<file path="src/rtl/tile_sum_sched.sv">
`timescale 1ns/1ps
`default_nettype none
// ============================================================================
// Module  : tile_sum_sched
// Purpose : Per-tile luminance accumulation with per-row flush to a shared,
//           per-frame ping-ponged single-port tile memory plus reader arbitration.
// Rev     : 1.0  initial release
// ============================================================================
module tile_sum_sched #(
  parameter  int HBLKS = 10,
  parameter  int VBLKS = 10,
  parameter  int SW    = 20,
  localparam int HW    = $clog2(HBLKS),
  localparam int VW    = $clog2(VBLKS),
  localparam int TW    = $clog2(HBLKS*VBLKS),
  localparam int AW    = TW + 1
) (
  input  logic          clk_i,
  input  logic          rst_i,
  input  logic          vs_i,
  input  logic          h_save_i,
  input  logic          v_save_i,
  input  logic [HW-1:0] ht_cur_i,
  input  logic [VW-1:0] vt_cur_i,
  input  logic [SW-1:0] seg_sum_i,
  output logic          mem_en_o,
  output logic          mem_we_o,
  output logic [AW-1:0] mem_addr_o,
  output logic [SW-1:0] mem_wdata_o,
  input  logic [SW-1:0] mem_rdata_i,
  input  logic          rd_req_i,
  input  logic [TW-1:0] rd_addr_i,
  output logic          rd_gnt_o,
  output logic          rd_valid_o,
  output logic [SW-1:0] rd_data_o,
  output logic          bank_o,
  output logic          busy_o,
  output logic          ovf_o
);

  localparam logic [0:0]    S_IDLE     = 1'b0;
  localparam logic [0:0]    S_FLUSH    = 1'b1;
  localparam logic [HW-1:0] c_last_col = HW'(HBLKS - 1);
  localparam logic [HW:0]   c_hblks    = (HW+1)'(HBLKS);
  localparam logic [TW:0]   c_ntiles   = (TW+1)'(HBLKS * VBLKS);

  logic [SW-1:0] r_acc [HBLKS];
  logic [SW-1:0] r_buf [HBLKS];
  logic [SW-1:0] w_next [HBLKS];
  logic [SW-1:0] w_sel;
  logic [SW:0]   w_sum;
  logic [SW-1:0] w_sat;
  logic          w_hvalid;

  logic [0:0]    r_state;
  logic [0:0]    w_state_nxt;
  logic [HW-1:0] r_cnt;
  logic [VW-1:0] r_row;
  logic          r_wbank;
  logic          r_wr_pri;
  logic          r_vs_d;

  logic          w_wreq;
  logic          w_rd_ok;
  logic          w_rd_inv;
  logic          w_wgnt;
  logic          w_rgnt_mem;
  logic          w_rgnt_inv;
  logic          w_snap;
  logic          w_last;
  logic [TW-1:0] w_widx;
  logic [SW-1:0] w_wsel;

  // Single saturating adder shared by all columns; only one segment ends per cycle.
  assign w_hvalid = h_save_i && !vs_i && ({1'b0, ht_cur_i} < c_hblks);

  always_comb begin
    w_sel = '0;
    for (int i = 0; i < HBLKS; i++) begin
      if (ht_cur_i == HW'(i)) w_sel = r_acc[i];
    end
  end

  assign w_sum = {1'b0, w_sel} + {1'b0, seg_sum_i};
  assign w_sat = w_sum[SW] ? '1 : w_sum[SW-1:0];

  always_comb begin
    for (int i = 0; i < HBLKS; i++) begin
      w_next[i] = (w_hvalid && (ht_cur_i == HW'(i))) ? w_sat : r_acc[i];
    end
  end

  assign w_snap = v_save_i && (r_state == S_IDLE);

  always_ff @(posedge clk_i or posedge rst_i) begin
    if (rst_i) begin
      for (int i = 0; i < HBLKS; i++) begin
        r_acc[i] <= '0;
        r_buf[i] <= '0;
      end
    end else begin
      for (int i = 0; i < HBLKS; i++) begin
        r_acc[i] <= (vs_i || v_save_i) ? '0 : w_next[i];
        if (w_snap) r_buf[i] <= w_next[i];
      end
    end
  end

  // Port arbitration: out-of-range reads never touch memory, so they only take free cycles.
  assign w_wreq     = (r_state == S_FLUSH);
  assign w_rd_ok    = rd_req_i && ({1'b0, rd_addr_i} < c_ntiles);
  assign w_rd_inv   = rd_req_i && !w_rd_ok;
  assign w_wgnt     = w_wreq && (!w_rd_ok || r_wr_pri);
  assign w_rgnt_mem = w_rd_ok && (!w_wreq || !r_wr_pri);
  assign w_rgnt_inv = w_rd_inv && !w_wreq;
  assign rd_gnt_o   = w_rgnt_mem || w_rgnt_inv;
  assign w_last     = (r_cnt == c_last_col);

  assign w_widx = TW'(r_row) * TW'(HBLKS) + TW'(r_cnt);

  always_comb begin
    w_wsel = '0;
    for (int i = 0; i < HBLKS; i++) begin
      if (r_cnt == HW'(i)) w_wsel = r_buf[i];
    end
  end

  always_ff @(posedge clk_i or posedge rst_i) begin
    if (rst_i) r_state <= S_IDLE;
    else       r_state <= w_state_nxt;
  end

  always_comb begin
    w_state_nxt = r_state;
    case (r_state)
      S_IDLE:  if (v_save_i) w_state_nxt = S_FLUSH;
      S_FLUSH: if (w_wgnt && w_last) w_state_nxt = S_IDLE;
      default: w_state_nxt = S_IDLE;
    endcase
  end

  always_comb begin
    busy_o      = (r_state == S_FLUSH);
    mem_en_o    = 1'b0;
    mem_we_o    = 1'b0;
    mem_addr_o  = '0;
    mem_wdata_o = '0;
    if (w_wgnt) begin
      mem_en_o    = 1'b1;
      mem_we_o    = 1'b1;
      mem_addr_o  = {r_wbank, w_widx};
      mem_wdata_o = w_wsel;
    end else if (w_rgnt_mem) begin
      mem_en_o    = 1'b1;
      mem_addr_o  = {~r_bank_q(), rd_addr_i};
    end
  end

  function automatic logic r_bank_q();
    return bank_o;
  endfunction

  always_ff @(posedge clk_i or posedge rst_i) begin
    if (rst_i) begin
      r_cnt      <= '0;
      r_row      <= '0;
      r_wbank    <= 1'b0;
      r_wr_pri   <= 1'b0;
      r_vs_d     <= 1'b0;
      bank_o     <= 1'b0;
      ovf_o      <= 1'b0;
      rd_valid_o <= 1'b0;
      rd_data_o  <= '0;
    end else begin
      r_vs_d <= vs_i;
      if (vs_i && !r_vs_d) bank_o <= ~bank_o;
      if (w_snap) begin
        r_cnt   <= '0;
        r_row   <= vt_cur_i;
        r_wbank <= bank_o;
      end else if (w_wgnt) begin
        r_cnt <= r_cnt + 1'b1;
      end
      if (v_save_i && (r_state == S_FLUSH)) ovf_o <= 1'b1;
      // The loser of a conflict gets priority next time.
      if (w_wreq && w_rd_ok) r_wr_pri <= ~r_wr_pri;
      rd_valid_o <= rd_gnt_o;
      if (w_rgnt_mem)      rd_data_o <= mem_rdata_i;
      else if (w_rgnt_inv) rd_data_o <= '0;
    end
  end

endmodule
`default_nettype wire
</file>
<file path="config.mk">
export PLATFORM = sky130hd
export DESIGN_NAME = tile_sum_sched
export DESIGN_NICKNAME = d
export VERILOG_FILES = /design/src/rtl/tile_sum_sched.sv
export SDC_FILE = /design/constraint.sdc
export NUM_CORES = 1
export LEC_CHECK = 0
export ABC_CLOCK_PERIOD_IN_PS = 18700
export BUFFER_PORTS_ARGS = -buffer_cell sky130_fd_sc_hd__buf_2
export CORE_ASPECT_RATIO = 1.5
export CORE_MARGIN = 2
export CORE_UTILIZATION = 40
export DETAILED_ROUTE_END_ITERATION = 8
export SLEW_MARGIN = 20
export SYNTH_ARGS = -nofsm -noshare
export SYNTH_HDL_FRONTEND = slang
export SYNTH_SLANG_ARGS = --single-unit
</file>
<file path="constraint.sdc">
create_clock -name clk_i -period 18.7 [get_ports clk_i]
set_input_delay 3.74 -clock clk_i [delete_from_list [all_inputs] [get_ports clk_i]]
set_output_delay 3.74 -clock clk_i [all_outputs]
set_load 0.02 [all_outputs]
</file>
==> impl_metrics.py <==
metrics = {
    "cts": {
        "tritoncts": "done",
        "cts-hold-fix-buffers": 0,
        "cts_buffer_depth": 3,
        "path_clk_slew_ns": 0.06,
        "clk_latency_ns": 0.58,
        "htree_levels": 2,
        "cts-buffers-inserted": 45,
        "postCtsResizedCells": 0,
        "clock-root-buffer": "clkbuf_16",
        "postCtsSetupBuffers": 0,
        "cts_sinks": 435,
    },
    "synthesis": {
        "synth_top_family_by_area": "compound AO/OA/AOI/OAI gates",
        "yosys_warnings": 0,
        "async_flop_share_pct": 100,
        "synth_xor_area_share_pct": 0.914,
        "netlist_area_um2": 21100,
        "ys_seq_area_share_pct": 51.6,
        "synth-simple-area-share_pct": 15.7,
        "synth_compound_area_share_pct": 23.9,
        "synth_top_area_share_pct": 51.6,
        "synth_cell_type_count": 69,
        "synth-main-ff-cell": "dfrtp_1",
        "synth_area_leaders": "dfrtp_1 (52%), o21ai_0 (5.9%), nand2_1 (4.8%)",
        "yosys-top-cells-count": "dfrtp_1 (435), nand2_1 (269), nor2_1 (262)",
        "synth.avg_cell_area_um2": 9.10,
        "synthCells": 2318,
        "synth_mux_area_share_pct": 1.85,
        "post-synth-top-count-cell": "dfrtp_1",
        "syn_nets": 2412,
        "synth-edff-count": 0,
        "synth-seq-cells": 435,
        "synth_adder_area_share_pct": 2.06,
        "yosys.area.top_type": "dfrtp_1",
    },
    "route": {
        "ant_nets": 0,
        "via_count": 18200,
        "drt_iter0_drc": 1732,
        "drt_wl_total_um": 69600,
        "drc": 0,
        "drt-wirelength-per-cell_um": 22.8,
        "first_pass_iters": 6,
        "vias_per_cell": 5.96,
    },
    "global_routing": {
        "track_usage_pct": 25.6,
        "grt_max_degree": 223,
        "grt_pass1_wl_um": 107000,
        "antenna_found_initial": 0,
        "first_global_vias": 17800,
        "grt.overflow.total": 0,
    },
    "floorplanning": {
        "core-area_um2": 52300,
        "die_y_um": 285,
        "start_util_pct": 40.3,
        "floorplan.die.width_um": 191,
        "io_pins": 116,
        "dieArea_um2": 54600,
        "std_cell_rows": 103,
    },
    "sta": {
        "period_share_pct": 56.5,
        "slew_violations": 0,
        "max_clock_freq_mhz": 94.7,
        "setup_viol": 0,
        "slew-limit-headroom_pct": 24.4,
        "rsz0062_at_grt": "no",
        "fin_skew_ns": 0.0235,
        "fin_crit_ns": 10.56,
        "worstMarginPinSlew_ns": 1.13,
        "finalSetupTns_ns": 0,
        "hold_viol": 0,
    },
    "pwr": {
        "ir_worst_vdd_uv": 118,
        "comb_power_share_pct": 26.8,
        "power_w": 0.00273,
        "netSwitchingFraction_pct": 35.2,
        "leakagePower_nw": 10.1,
        "power_density_nw_per_um2": 115,
        "clkPwrFrac_pct": 33.7,
        "p_switching_w": 0.000961,
        "pwr-share-seq_pct": 39.5,
        "intPower_w": 0.00177,
    },
    "worst_setup_path": {
        "r2r_cells": 16,
        "cpMaxStageDelayCell": "clkinv_1",
        "arrival_ns": 6.82,
        "r2r-end": "r_buf[140]",
        "rrSetupSlack_ns": 13.14,
        "cp-start-kind": "primary input",
        "max_stage_delay_ns": 0.93,
        "criticalPathCategory": "in2out",
        "end_kind": "primary output",
        "critPathRequiredTime_ns": 14.96,
        "crit_chain": "buf_2 > o311ai_0 > nand2_1 > or2_2 > nand2_1 > clkinv_1 > a22o_1 > buf_2",
        "r2r_start": "r_acc[161]",
        "worstSetupStartpoint": "rd_addr_i[3]",
        "cp_max_fo": 24,
        "cp-endpoint": "mem_addr_o[1]",
    },
    "layout": {
        "fillCellCount": 5157,
        "drive_gt1_share_pct": 12.0,
        "fin_nets": 2425,
        "fin_area_um2": 23700,
        "syn_to_final_growth_pct": 12.5,
        "n_antenna_cell": 0,
        "register_area_um2": 10900,
        "multi_input_comb_area_um2": 9480,
    },
    "hold_path": {
        "min_path_type": "reg2reg",
    },
    "run": {
        "cap_violations": 0,
    },
    "placement": {
        "port_buffers": 115,
        "detailed_place_hpwl_um": 44100,
        "gp_congestion": 0.894,
        "place_area_um2": 22200,
    },
    "run_status": {
        "outcome": "completed",
    },
}
-- routing by layer --
layer | up-vias | routed length, um | GRT usage [%]
met2 | 759 | 34400 | 44.1
met1 | 8962 | 28100 | 33.2
li1 | 8311 | - | -
met3 | 130 | 5060 | 3.48
met4 | 0 | 2020 | 7.65
met5 | - | 0 | 0
-- power by group through the flow --
stage,combinational [W],sequential (W),clock (W)
floorplan,0.000442,0.00111,0
global placement,0.000717,0.00109,0
detailed placement,0.000727,0.00110,0
CTS,0.000731,0.00108,0.000937
global route,0.000796,0.00109,0.000974
finish,0.000733,0.00108,0.000921
-- sequential cells by signal, indices dropped and copies added, names as in the netlist --
name	cells
r_acc	200
r_buf	200
rd_data_o	20
r_cnt	4
r_row	4
bank_o	1
busy_o	1
ovf_o	1
r_vs_d	1
r_wbank	1
r_wr_pri	1
rd_valid_o	1
-- layout make-up --
class	count	area share (%)
inverters	18	0.316
multi-input cells	1673	40.0
clock inverters	16	0.722
well taps	682	3.60
flip-flops and latches	435	45.9
clock buffers	66	5.55
repair buffers	158	3.98
-- logic make-up after synthesis --
kind of cell             Yosys count
AO/OA/AOI/OAI                    826
XOR/XNOR                          19
adder cells (fa/ha/maj)           33
buffers and inverters            210
flip-flops                       435
multiplexers                      39
AND/OR/NAND/NOR                  756
-- layout by cell type, fill, tap and decap left out, types with 39 or more instances in the layout --
master     Yosys  routed
a21oi_1      124     123
a22o_1        40      40
a22oi_1       99      99
buf_2         18     115
buf_4          5      40
clkbuf_16      0      47
dfrtp_1      435     435
mux2i_1       39      39
nand2_1      269     268
nand3_1       79      79
nor2_1       262     256
o211ai_1      42      42
o21ai_0      248     247
o21ai_1      126     126
o22ai_1       39      39
-- stage by stage --
stage          setup slack, ns  std cells  hold slack (ns)  util, %
4_1_cts                   8.56       3047            0.477     45.3
6_report                  8.14       3048            0.476     45.3
3_5_place_dp              8.57       2965            0.466     42.4
2_1_floorplan             2.84       2318            0.443        -
5_1_grt                   7.89       3048            0.496     45.3
3_3_place_gp              8.65       2965            0.440     42.4
-- worst max-delay path, delay by kind of cell --
| kind | cells | cell delay (ns) |
|---|---|---|
| AO/OA/AOI/OAI | 2 | 1.08 |
| buffers and inverters | 3 | 1.19 |
| AND/OR/NAND/NOR | 3 | 0.80 |
-- how the worst min path moves through the flow --
stage                     startpoint         to  slack, ns  cells after the start
after floorplan             r_buf[8]   r_buf[8]       0.44                      2
after global placement         ovf_o      ovf_o       0.44                      1
after detailed placement       ovf_o      ovf_o       0.47                      1
after CTS                      ovf_o      ovf_o       0.48                      1
after global routing       r_buf[26]  r_buf[26]       0.50                      2
final                       r_buf[7]   r_buf[7]       0.48                      2
Note: power is estimated with default switching activity, not from simulation.
